==> config.mk <==
export PLATFORM = sky130hd
export DESIGN_NAME = my_alu_pipe_flat
export DESIGN_NICKNAME = d
export VERILOG_FILES = /design/src/rtl/my_alu_pkg.sv /design/src/rtl/my_alu_pipe_if.sv /design/src/rtl/my_alu_core.sv /design/src/rtl/my_alu_pipe.sv /design/src/flat_wrapper.sv
export SDC_FILE = /design/constraint.sdc
export NUM_CORES = 1
export LEC_CHECK = 0
export CORE_AREA = 10 10 115 117
export CTS_CLUSTER_DIAMETER = 60
export CTS_CLUSTER_SIZE = 24
export DETAILED_ROUTE_END_ITERATION = 16
export DIE_AREA = 0 0 125 127
export PLACE_DENSITY = 0.82
export SLEW_MARGIN = 20
export SYNTH_ARGS = -nofsm -noshare
export SYNTH_HDL_FRONTEND = slang
export SYNTH_SLANG_ARGS = --single-unit
==> constraint.sdc <==
create_clock -name clk -period 5.15 [get_ports clk]
set_input_delay 0.515 -clock clk [delete_from_list [all_inputs] [get_ports clk]]
set_output_delay 0.515 -clock clk [all_outputs]
set_load 0.02 [all_outputs]
==> src/rtl/my_alu_pkg.sv <==
// Shared types and constants for the registered Hack-style ALU.
//   alu_state_t : sequencing state of the ALU pipe (IDLE, MUL, DONE)
//   alu_ctrl_t  : the six Hack controls plus the multiply-mode select
//   CTRL_*      : six-bit Hack encodings, ordered {zx,nx,zy,ny,f,no}
package my_alu_pkg;

    typedef enum logic [1:0] {
        IDLE = 2'd0,
        MUL  = 2'd1,
        DONE = 2'd2
    } alu_state_t;

    typedef struct packed {
        logic zx;
        logic nx;
        logic zy;
        logic ny;
        logic f;
        logic no;
        logic mul;
    } alu_ctrl_t;

    localparam logic [5:0] CTRL_ADD    = 6'b000010;  // x + y
    localparam logic [5:0] CTRL_SUB_XY = 6'b010011;  // x - y
    localparam logic [5:0] CTRL_AND    = 6'b000000;  // x & y
    localparam logic [5:0] CTRL_ZERO   = 6'b101010;  // 0
    localparam logic [5:0] CTRL_ONE    = 6'b111111;  // 1
    localparam logic [5:0] CTRL_NEG1   = 6'b111010;  // -1

    // Build a control word from a six-bit Hack encoding and the multiply select.
    function automatic alu_ctrl_t make_ctrl(input logic [5:0] hack, input logic mul);
        alu_ctrl_t c;
        c = '{zx: hack[5], nx: hack[4], zy: hack[3], ny: hack[2],
              f: hack[1], no: hack[0], mul: mul};
        return c;
    endfunction

endpackage

==> src/rtl/my_alu_pipe_if.sv <==
// Request/response bundle of the ALU pipe.
//   request  : in_valid/in_ready handshake, operands x/y, Hack controls, mul
//   response : out_valid/out_ready handshake, out, zr/ng/ov flags, busy
// modport master : the producer/consumer side (decode + writeback)
// modport slave  : the ALU pipe itself
interface my_alu_pipe_if #(
    parameter int WIDTH = 16
);
    logic             in_valid;
    logic             in_ready;
    logic [WIDTH-1:0] x;
    logic [WIDTH-1:0] y;
    logic             zx;
    logic             nx;
    logic             zy;
    logic             ny;
    logic             f;
    logic             no;
    logic             mul;
    logic             out_valid;
    logic             out_ready;
    logic [WIDTH-1:0] out;
    logic             zr;
    logic             ng;
    logic             ov;
    logic             busy;

    modport master (
        output in_valid, x, y, zx, nx, zy, ny, f, no, mul, out_ready,
        input  in_ready, out_valid, out, zr, ng, ov, busy
    );

    modport slave (
        input  in_valid, x, y, zx, nx, zy, ny, f, no, mul, out_ready,
        output in_ready, out_valid, out, zr, ng, ov, busy
    );
endinterface

==> src/rtl/my_alu_core.sv <==
// Combinational Hack ALU datapath at WIDTH bits.
//   x, y          : raw operands
//   zx..no        : Hack controls
//   xp, yp        : pre-processed operands (also used as multiply inputs)
//   res           : (f ? xp+yp : xp&yp) ^ {WIDTH{no}}
//   zr, ng        : res == 0, res sign bit
//   ov            : signed overflow of xp+yp (before 'no'), 0 for the AND path
module my_alu_core
    #(
        parameter int WIDTH = 16
    )
    (
        input  logic [WIDTH-1:0] x,
        input  logic [WIDTH-1:0] y,
        input  logic             zx,
        input  logic             nx,
        input  logic             zy,
        input  logic             ny,
        input  logic             f,
        input  logic             no,
        output logic [WIDTH-1:0] xp,
        output logic [WIDTH-1:0] yp,
        output logic [WIDTH-1:0] res,
        output logic             zr,
        output logic             ng,
        output logic             ov
    );

    logic [WIDTH-1:0] xz_s;
    logic [WIDTH-1:0] yz_s;
    logic [WIDTH-1:0] sum_s;
    logic [WIDTH-1:0] pre_s;

    // Operand pre-processing, function select, output inversion and flags.
    always_comb begin
        xz_s  = zx ? {WIDTH{1'b0}} : x;
        yz_s  = zy ? {WIDTH{1'b0}} : y;
        xp    = nx ? ~xz_s : xz_s;
        yp    = ny ? ~yz_s : yz_s;
        // Carry-out is dropped: arithmetic is modulo 2^WIDTH.
        sum_s = xp + yp;
        pre_s = f ? sum_s : (xp & yp);
        res   = pre_s ^ {WIDTH{no}};
        zr    = (res == {WIDTH{1'b0}});
        ng    = res[WIDTH-1];
        // Same-sign operands producing a different-sign sum is a signed overflow.
        ov    = f & (xp[WIDTH-1] == yp[WIDTH-1]) & (sum_s[WIDTH-1] != xp[WIDTH-1]);
    end

endmodule

==> src/rtl/my_alu_pipe.sv <==
// Registered Hack-style ALU with a shift-add multiply mode.
//   clk   : rising-edge clock
//   rst_n : asynchronous active-low reset
//   bus   : my_alu_pipe_if.slave -- op request handshake, operands and
//           controls in; registered result, flags, out_valid and busy out.
// One op is in flight at a time. ALU ops take one cycle; multiplies iterate
// WIDTH cycles in MUL before the result appears in DONE. A result held in
// DONE can be handed off in the same cycle a new op is accepted.
module my_alu_pipe
    import my_alu_pkg::*;
    #(
        parameter int WIDTH = 16
    )
    (
        input  logic              clk,
        input  logic              rst_n,
        my_alu_pipe_if.slave      bus
    );

    localparam int CNT_W = $clog2(WIDTH + 1);

    alu_state_t       state_q, state_d;
    logic [WIDTH-1:0] out_q, out_d;
    logic             zr_q, zr_d;
    logic             ng_q, ng_d;
    logic             ov_q, ov_d;
    logic             out_valid_q, out_valid_d;
    logic             busy_q, busy_d;
    logic [WIDTH-1:0] acc_q, acc_d;
    logic [WIDTH-1:0] mcand_q, mcand_d;
    logic [WIDTH-1:0] mplier_q, mplier_d;
    logic [CNT_W-1:0] cnt_q, cnt_d;
    logic             no_q, no_d;

    alu_ctrl_t        ctrl_in_s;
    logic             in_ready_s;
    logic             accept_s;
    logic [WIDTH-1:0] xp_s, yp_s, res_s;
    logic             core_zr_s, core_ng_s, core_ov_s;
    logic [WIDTH-1:0] acc_step_s;
    logic [WIDTH-1:0] mul_res_s;

    assign ctrl_in_s  = '{zx: bus.zx, nx: bus.nx, zy: bus.zy, ny: bus.ny,
                          f: bus.f, no: bus.no, mul: bus.mul};
    assign in_ready_s = (state_q == IDLE) | ((state_q == DONE) & bus.out_ready);
    assign accept_s   = bus.in_valid & in_ready_s;

    my_alu_core #(.WIDTH(WIDTH)) u_core (
        .x   (bus.x),
        .y   (bus.y),
        .zx  (ctrl_in_s.zx),
        .nx  (ctrl_in_s.nx),
        .zy  (ctrl_in_s.zy),
        .ny  (ctrl_in_s.ny),
        .f   (ctrl_in_s.f),
        .no  (ctrl_in_s.no),
        .xp  (xp_s),
        .yp  (yp_s),
        .res (res_s),
        .zr  (core_zr_s),
        .ng  (core_ng_s),
        .ov  (core_ov_s)
    );

    // One shift-add step; the final step's value is the product.
    always_comb begin
        acc_step_s = mplier_q[0] ? (acc_q + mcand_q) : acc_q;
        mul_res_s  = acc_step_s ^ {WIDTH{no_q}};
    end

    // Next-state, multiply datapath and output register updates.
    always_comb begin
        state_d  = state_q;
        out_d    = out_q;
        zr_d     = zr_q;
        ng_d     = ng_q;
        ov_d     = ov_q;
        acc_d    = acc_q;
        mcand_d  = mcand_q;
        mplier_d = mplier_q;
        cnt_d    = cnt_q;
        no_d     = no_q;

        case (state_q)
            IDLE: begin
                state_d = IDLE;
            end
            MUL: begin
                acc_d    = acc_step_s;
                mcand_d  = {mcand_q[WIDTH-2:0], 1'b0};
                mplier_d = {1'b0, mplier_q[WIDTH-1:1]};
                cnt_d    = cnt_q - CNT_W'(1);
                if (cnt_q == CNT_W'(1)) begin
                    state_d = DONE;
                    out_d   = mul_res_s;
                    zr_d    = (mul_res_s == {WIDTH{1'b0}});
                    ng_d    = mul_res_s[WIDTH-1];
                    ov_d    = 1'b0;
                end else begin
                    state_d = MUL;
                end
            end
            DONE: begin
                if (bus.out_ready) begin
                    state_d = IDLE;
                end else begin
                    state_d = DONE;
                end
            end
            default: begin
                state_d = IDLE;
            end
        endcase

        // An accepted op (from IDLE, or from DONE during handoff) overrides the above.
        if (accept_s) begin
            if (ctrl_in_s.mul) begin
                state_d  = MUL;
                acc_d    = {WIDTH{1'b0}};
                mcand_d  = xp_s;
                mplier_d = yp_s;
                cnt_d    = CNT_W'(WIDTH);
                no_d     = ctrl_in_s.no;
            end else begin
                state_d  = DONE;
                out_d    = res_s;
                zr_d     = core_zr_s;
                ng_d     = core_ng_s;
                ov_d     = core_ov_s;
            end
        end else begin
            no_d = no_d;
        end

        out_valid_d = (state_d == DONE);
        busy_d      = (state_d == MUL);
    end

    // State, datapath and output flops with asynchronous reset.
    always_ff @(posedge clk or negedge rst_n) begin
        if (!rst_n) begin
            state_q     <= IDLE;
            out_q       <= {WIDTH{1'b0}};
            zr_q        <= 1'b1;
            ng_q        <= 1'b0;
            ov_q        <= 1'b0;
            out_valid_q <= 1'b0;
            busy_q      <= 1'b0;
            acc_q       <= {WIDTH{1'b0}};
            mcand_q     <= {WIDTH{1'b0}};
            mplier_q    <= {WIDTH{1'b0}};
            cnt_q       <= {CNT_W{1'b0}};
            no_q        <= 1'b0;
        end else begin
            state_q     <= state_d;
            out_q       <= out_d;
            zr_q        <= zr_d;
            ng_q        <= ng_d;
            ov_q        <= ov_d;
            out_valid_q <= out_valid_d;
            busy_q      <= busy_d;
            acc_q       <= acc_d;
            mcand_q     <= mcand_d;
            mplier_q    <= mplier_d;
            cnt_q       <= cnt_d;
            no_q        <= no_d;
        end
    end

    assign bus.in_ready  = in_ready_s;
    assign bus.out_valid = out_valid_q;
    assign bus.out       = out_q;
    assign bus.zr        = zr_q;
    assign bus.ng        = ng_q;
    assign bus.ov        = ov_q;
    assign bus.busy      = busy_q;

endmodule
==> src/flat_wrapper.sv <==
// flat-port wrapper written by rule: the top's interface ports become plain ports
module my_alu_pipe_flat import my_alu_pkg::*;
#(
        parameter int WIDTH = 16
    )
  (clk, rst_n, bus_in_valid, bus_x, bus_y, bus_zx, bus_nx, bus_zy, bus_ny, bus_f, bus_no, bus_mul, bus_out_ready, bus_in_ready, bus_out_valid, bus_out, bus_zr, bus_ng, bus_ov, bus_busy);
  my_alu_pipe_if #(.WIDTH(WIDTH)) bus_i ();
  input  logic clk;
  input  logic rst_n;
  input wire logic [$bits(bus_i.in_valid)-1:0] bus_in_valid;
  input wire logic [$bits(bus_i.x)-1:0] bus_x;
  input wire logic [$bits(bus_i.y)-1:0] bus_y;
  input wire logic [$bits(bus_i.zx)-1:0] bus_zx;
  input wire logic [$bits(bus_i.nx)-1:0] bus_nx;
  input wire logic [$bits(bus_i.zy)-1:0] bus_zy;
  input wire logic [$bits(bus_i.ny)-1:0] bus_ny;
  input wire logic [$bits(bus_i.f)-1:0] bus_f;
  input wire logic [$bits(bus_i.no)-1:0] bus_no;
  input wire logic [$bits(bus_i.mul)-1:0] bus_mul;
  input wire logic [$bits(bus_i.out_ready)-1:0] bus_out_ready;
  output wire logic [$bits(bus_i.in_ready)-1:0] bus_in_ready;
  output wire logic [$bits(bus_i.out_valid)-1:0] bus_out_valid;
  output wire logic [$bits(bus_i.out)-1:0] bus_out;
  output wire logic [$bits(bus_i.zr)-1:0] bus_zr;
  output wire logic [$bits(bus_i.ng)-1:0] bus_ng;
  output wire logic [$bits(bus_i.ov)-1:0] bus_ov;
  output wire logic [$bits(bus_i.busy)-1:0] bus_busy;
  assign bus_i.in_valid = bus_in_valid;
  assign bus_i.x = bus_x;
  assign bus_i.y = bus_y;
  assign bus_i.zx = bus_zx;
  assign bus_i.nx = bus_nx;
  assign bus_i.zy = bus_zy;
  assign bus_i.ny = bus_ny;
  assign bus_i.f = bus_f;
  assign bus_i.no = bus_no;
  assign bus_i.mul = bus_mul;
  assign bus_i.out_ready = bus_out_ready;
  assign bus_in_ready = bus_i.in_ready;
  assign bus_out_valid = bus_i.out_valid;
  assign bus_out = bus_i.out;
  assign bus_zr = bus_i.zr;
  assign bus_ng = bus_i.ng;
  assign bus_ov = bus_i.ov;
  assign bus_busy = bus_i.busy;
  my_alu_pipe #(.WIDTH(WIDTH)) u_core (.clk(clk), .rst_n(rst_n), .bus(bus_i));
endmodule
* Word-level counts from Yosys, hierarchy flattened *
Cells that the tools add are included.

word-level totals
  register bits = 77
  input port bits = 43
  output and inout bits = 22
  word-level logic and storage cells = 75

cells by class
  add/subtract/negate cells = 3
  equality and inequality tests = 7
  muxes and demuxes = 39
  bitwise operators = 10
  reduce and logical (&&, ||, !) cells = 4

operator list
  kind                   number
  $mux W16               19
  $add A16 B16 Y16       2
  $logic_not A16 Y1      2
  $not A16 Y16           2
  $xor A16 B16 Y16       2
  $and A16 B16 Y16       1
  $mux W5                3
  $mux W1                12
  $mux W2                4
  $eq A5 B1 Y1 const B   1
  $sub A5 B1 Y5 const B  1
  $and A1 B1 Y1          4
  $eq A2 B1 Y1 const B   2
  $eq A2 B2 Y1 const B   2
  $pmux W2 S2            1
  $logic_not A2 Y1       1
  $reduce_and A2 Y1      1
  $eq A1 B1 Y1           1
  $ne A1 B1 Y1           1
  $or A1 B1 Y1           1

* Longest topological paths before layout *
  depth after elaboration = 9
  depth in mapped cells = 14
  mapped depth without buffers = 13

* By module *
From an unflattened synthesis, not the netlist that was laid out.

second synthesis, totals
  cell total of the unflattened synthesis = 806
  area total of the unflattened synthesis = 6931.6 sq um

modules (own cells, without submodules)
  module       instances  cells each  area each (sq um)  sequential area each (sq um)
  my_alu_pipe  1          520         4713.3             1928.1
  my_alu_core  1          286         2218.4             0.0

* Worst setup path after synthesis *
Ideal clock, no wire load.

  path kind = input-to-reg
  start = input bus_nx
  end = register u_core.zr_q, in the netlist u_core.bus.zr
  setup time = 0.061 ns
  arrival = 3.962 ns
  required time = 5.089 ns
  setup slack = 1.127 ns
  stages on the path = 13
  path buffers = 2
  cells stage by stage = buf_4 buf_1 xnor2_1 ha_1 inv_1 fa_1 nor4_1 nor4_1 or3_1 a2111oi_2 mux2i_1 a2111oi_0 a31o_1

on the way
  cells in the longest elaborated chain, start to end = 7
  elaborated cells between the ends (all ways) = 8
  classes of those cells = add/sub: 1; mux: 4; bitwise: 2; reduce/logical: 1

RTL lines
  what                                                  line                                  source
  start: declaration                                    flat_wrapper.sv:14                    input wire logic [$bits(bus_i.nx)-1:0] bus_nx;
  $mux W16 (*)                                          my_alu_core.sv:38                     xp = nx ? ~xz_s : xz_s;
  $add A16 B16 Y16 or $and A16 B16 Y16 (tied branches)  my_alu_core.sv:41, my_alu_core.sv:42
  $mux W16 (*)                                          my_alu_core.sv:42                     pre_s = f ? sum_s : (xp & yp);
  $xor A16 B16 Y16 (*)                                  my_alu_core.sv:43                     res = pre_s ^ {WIDTH{no}};
  $logic_not A16 Y1 (*)                                 my_alu_core.sv:44                     zr = (res == {WIDTH{1'b0}});
  $mux W1 (*)                                           my_alu_pipe.sv:117                    if (ctrl_in_s.mul) begin
  $mux W1 (*)                                           my_alu_pipe.sv:116                    if (accept_s) begin
  via u_core.zr_d                                       my_alu_pipe.sv:24                     logic zr_q, zr_d;
  end signal: assignment                                my_alu_pipe.sv:157                    zr_q <= zr_d;
  end: declaration                                      my_alu_pipe.sv:24

The timed path passes the listed nets; every way through them passes the cells marked *.
A chain may end at the register's enable or synchronous reset.

* Worst setup path after layout *
  start = input bus_zy
  end = register u_core.zr_q, in the netlist u_core.bus.zr

on the way
  cells in the longest elaborated chain, start to end = 9
  elaborated cells between the ends (all ways) = 10
  classes of those cells = add/sub: 1; mux: 5; bitwise: 3; reduce/logical: 1

RTL lines
  what                                                  line                                  source
  start: declaration                                    flat_wrapper.sv:15                    input wire logic [$bits(bus_i.zy)-1:0] bus_zy;
  $mux W16 (*)                                          my_alu_core.sv:37                     yz_s = zy ? {WIDTH{1'b0}} : y;
  $not A16 Y16                                          my_alu_core.sv:39                     yp = ny ? ~yz_s : yz_s;
  $mux W16 (*)                                          my_alu_core.sv:39
  $add A16 B16 Y16 or $and A16 B16 Y16 (tied branches)  my_alu_core.sv:41, my_alu_core.sv:42
  $mux W16 (*)                                          my_alu_core.sv:42
  $xor A16 B16 Y16 (*)                                  my_alu_core.sv:43
  $logic_not A16 Y1 (*)                                 my_alu_core.sv:44
  $mux W1 (*)                                           my_alu_pipe.sv:117
  $mux W1 (*)                                           my_alu_pipe.sv:116
  via u_core.zr_d                                       my_alu_pipe.sv:24

Marked as above.

==> out/metrics.cfg <==
[outcome]
outcome=finished, final reports clean

[power]
pwr-share-comb=0.579
power_density_nw_per_um2=575
swShare=0.446
power_mw=4.33
clock_power_share=0.159
power_leakage_nw=3.14
p_sw_mw=1.93
vdd_drop_max_mv=0.566
p_seq_frac=0.262
internal_power_mw=2.40

[die]
initial_core_util=0.581
die_w_um=125
die_y_um=127
rows=39
dieArea_um2=15900
pin_count=65
core_um2=11100

[synthesis]
syn_area_um2=6460
syn_nets=824
yosysWarnings=0
yosys.area_share.xor_xnor=0.148
yosys-top-cells-area=dfrtp_1, xnor2_1, mux2i_1, ha_1, nand2_1
synth_area_per_cell_um2=8.70
synth.mux.area_fraction=0.0893
synth_edf_count=0
ys_seq_area_frac=0.298
synth_cell_types=75
ys_seq_elements=77
synth_top_family_by_area=compound AO/OA/AOI/OAI gates
yosysTopAreaCell=dfrtp_1
synth_ff_type=dfrtp_1
synthSimpleGateAreaFrac=0.174
ys_async_sr_fraction=1.00
synth_cells=743
synth-compound-area-share=0.180
synth_top_area_share=0.294
synth_fa_ha_area_frac=0.0759

[final_layout]
drive_gt1_frac=0.0680
syn2layout_area_growth_pct=16.7
final_common_cell=nand2_1
antenna_cells=0
register_area_um2=1930
fin_nets=871
multiInputGateArea_um2=4320
fillCellCount=899
final_cell_mix=nand2_1, dfrtp_1, xnor2_1

[clock_tree]
clock-sinks=77
cts_inserted_buffers=9
post-cts-setup-buffers=0
cts-root-buf=clkbuf_16
clk_latency_ps=340
cts_buffer_depth=2
cts.repair.resized=0
htree_levels=3
path_clk_slew_ps=60
ctsHoldBuffers=0
cts_tree=built

[critical_path]
end_kind=register
arrival_ps=4450
worstSetupStartpointType=input port
path_cells=clkdlybuf4s50_1 -> buf_4 -> nand2b_1 -> xnor2_1 -> ha_1 -> inv_1 -> fa_1 -> nor4_1 -> nor4_1 -> or3_1 -> a2111oi_2 -> mux2i_1 -> a2111oi_0 -> a31o_1
crit_buf_inv=3
worstSetupPathType=in2reg
max_stage_delay_ps=510
crit_fanout=16
crit_slowest_cell=nor4_1
worstPathRequired_ps=5430
cp_common_cell=nor4_1
cp_top_family=simple AND/OR/NAND/NOR gates

[sta]
setup_violations=0
slew_headroom=0.339
worst_slack_ps=979
fin_crit_sh=0.810
whs_ps=292
clock_skew_ps=5.26
min_period_ps=4170
report.final.hold_viol_count=0
rsz0062_at_grt=false
setup_tns_ps=0
tightest_slew_ps=991
max_clock_freq_mhz=240
drv_slew=0

[place]
gp_congestion=0.965
port_buffers=64
dp_slack_ps=753
dp_hpwl_mm=13.7

[global_routing]
grt_overflow_total=0
grt_usage=0.219
grt_max_degree=78
grt_pass1_wl_mm=28.9
antenna_found_initial=0
grt_pass1_vias=5531

[drt]
drt-initial-drc-count=471
ant_nets=0
drc_errors=0
viasPerCell=5.99
wl_per_cell_um=19.0
num_vias=5609
finalWirelength_mm=17.8
dr.pass1.iters=7

[flow_run]
maxCapViolCount=0

[hold_path]
hp-class=in2async

==> worst paths after layout <==
path | end | cells past startpoint | from | slack, ps
worst min register to register | u_core.bus.ov | 2 | u_core.bus.ov | 520
worst min-delay path | u_core.acc_q[5] | 1 | rst_n | 290
worst max register to register | u_core.bus.out[12] | 12 | u_core.mcand_q[0] | 1720
max in group asynchronous | u_core.acc_q[2] | 1 | rst_n | 4170
min in group clk | u_core.bus.ov | 2 | u_core.bus.ov | 520
worst max-delay path | u_core.bus.zr | 14 | bus_zy | 980
==> worst reg2reg max path, cell delays in order (launching register included) <==
cell and delay (ps):
dfrtp_1 390, ha_1 250, fa_1 450, a211oi_1 290
o21ai_0 200, a221o_1 370, a31o_2 270, a211o_1 290
o2111ai_1 140, xnor2_1 220, nor2_1 80, a211oi_1 260
a21oi_1 70
==> per-stage QoR <==
| step | cell area [um2] | util | instances |
|---|---|---|---|
| 2_1_floorplan | 6460 | - | 743 |
| 3_3_place_gp | 7210 | 0.648 | 922 |
| 3_5_place_dp | 7210 | 0.648 | 922 |
| 4_1_cts | 7540 | 0.678 | 937 |
| 5_1_grt | 7540 | 0.678 | 937 |
| 6_report | 7540 | 0.678 | 937 |
==> sequential cells by signal (all words and copies together), names as in the netlist <==
signal                cells
u_core.bus.zr             1
u_core.bus.out           16
u_core.cnt_q              5
u_core.mcand_q           16
u_core.bus.busy           1
u_core.bus.out_valid      1
u_core.bus.ov             1
u_core.state_q            2
u_core.acc_q             16
u_core.mplier_q          16
u_core.no_q               1
u_core.bus.ng             1
==> cell type report <==
type	instances	area share
clock buffers	10	0.0317
clock inverters	5	0.0113
inverters	19	0.00946
multi-input cells	608	0.572
flip-flops and latches	77	0.256
well taps	143	0.0237
repair buffers	75	0.0956
==> cell families (layout without fill, tap and decap cells) <==
family          count (synthesis)  in the layout
compound gates                180            180
fa+ha+maj                      38             38
flops                          77             77
mux                            57             57
xor+xnor                      103            103
simple gates                  230            230
buf+inv                        58            109
==> synthesized netlist by cell type (3+ instances only) <==
cell        n
a211oi_1   14
nand2_1    87
nand3_1    15
nor3_1      6
or3_1       5
inv_1      18
buf_1       7
o21ai_0    54
o2111ai_1   3
a311oi_1    3
and3_1      4
mux2i_1    54
xnor2_1    73
a31oi_1     5
a21oi_1    54
o21a_1      3
o211ai_1    3
nor4_1      5
nor2b_1     8
ha_1       36
or2_2       4
a21o_1      9
nand3b_1    6
nand2b_1   26
or4_1       3
clkbuf_1   30
nor2_1     47
dfrtp_1    76
o21bai_1    4
xor2_1     25
==> power by group through the flow <==
stage / sequential, mW / combinational [mW] / clock (mW)
after global routing: 1.16 / 2.74 / 0.729
after detailed placement: 1.13 / 2.47 / 0
after CTS: 1.13 / 2.49 / 0.698
final: 1.13 / 2.51 / 0.690
after global placement: 1.12 / 2.38 / 0
after floorplan: 1.13 / 1.77 / 0
==> layer usage <==
metal	vias to the layer above	share of wire	track usage
met5	-	0	0
met4	0	0.021	0.0650
met3	31	0.051	0.0438
met2	195	0.50	0.384
met1	2672	0.43	0.265
li1	2711	-	-
(Power assumes the default switching activity.)
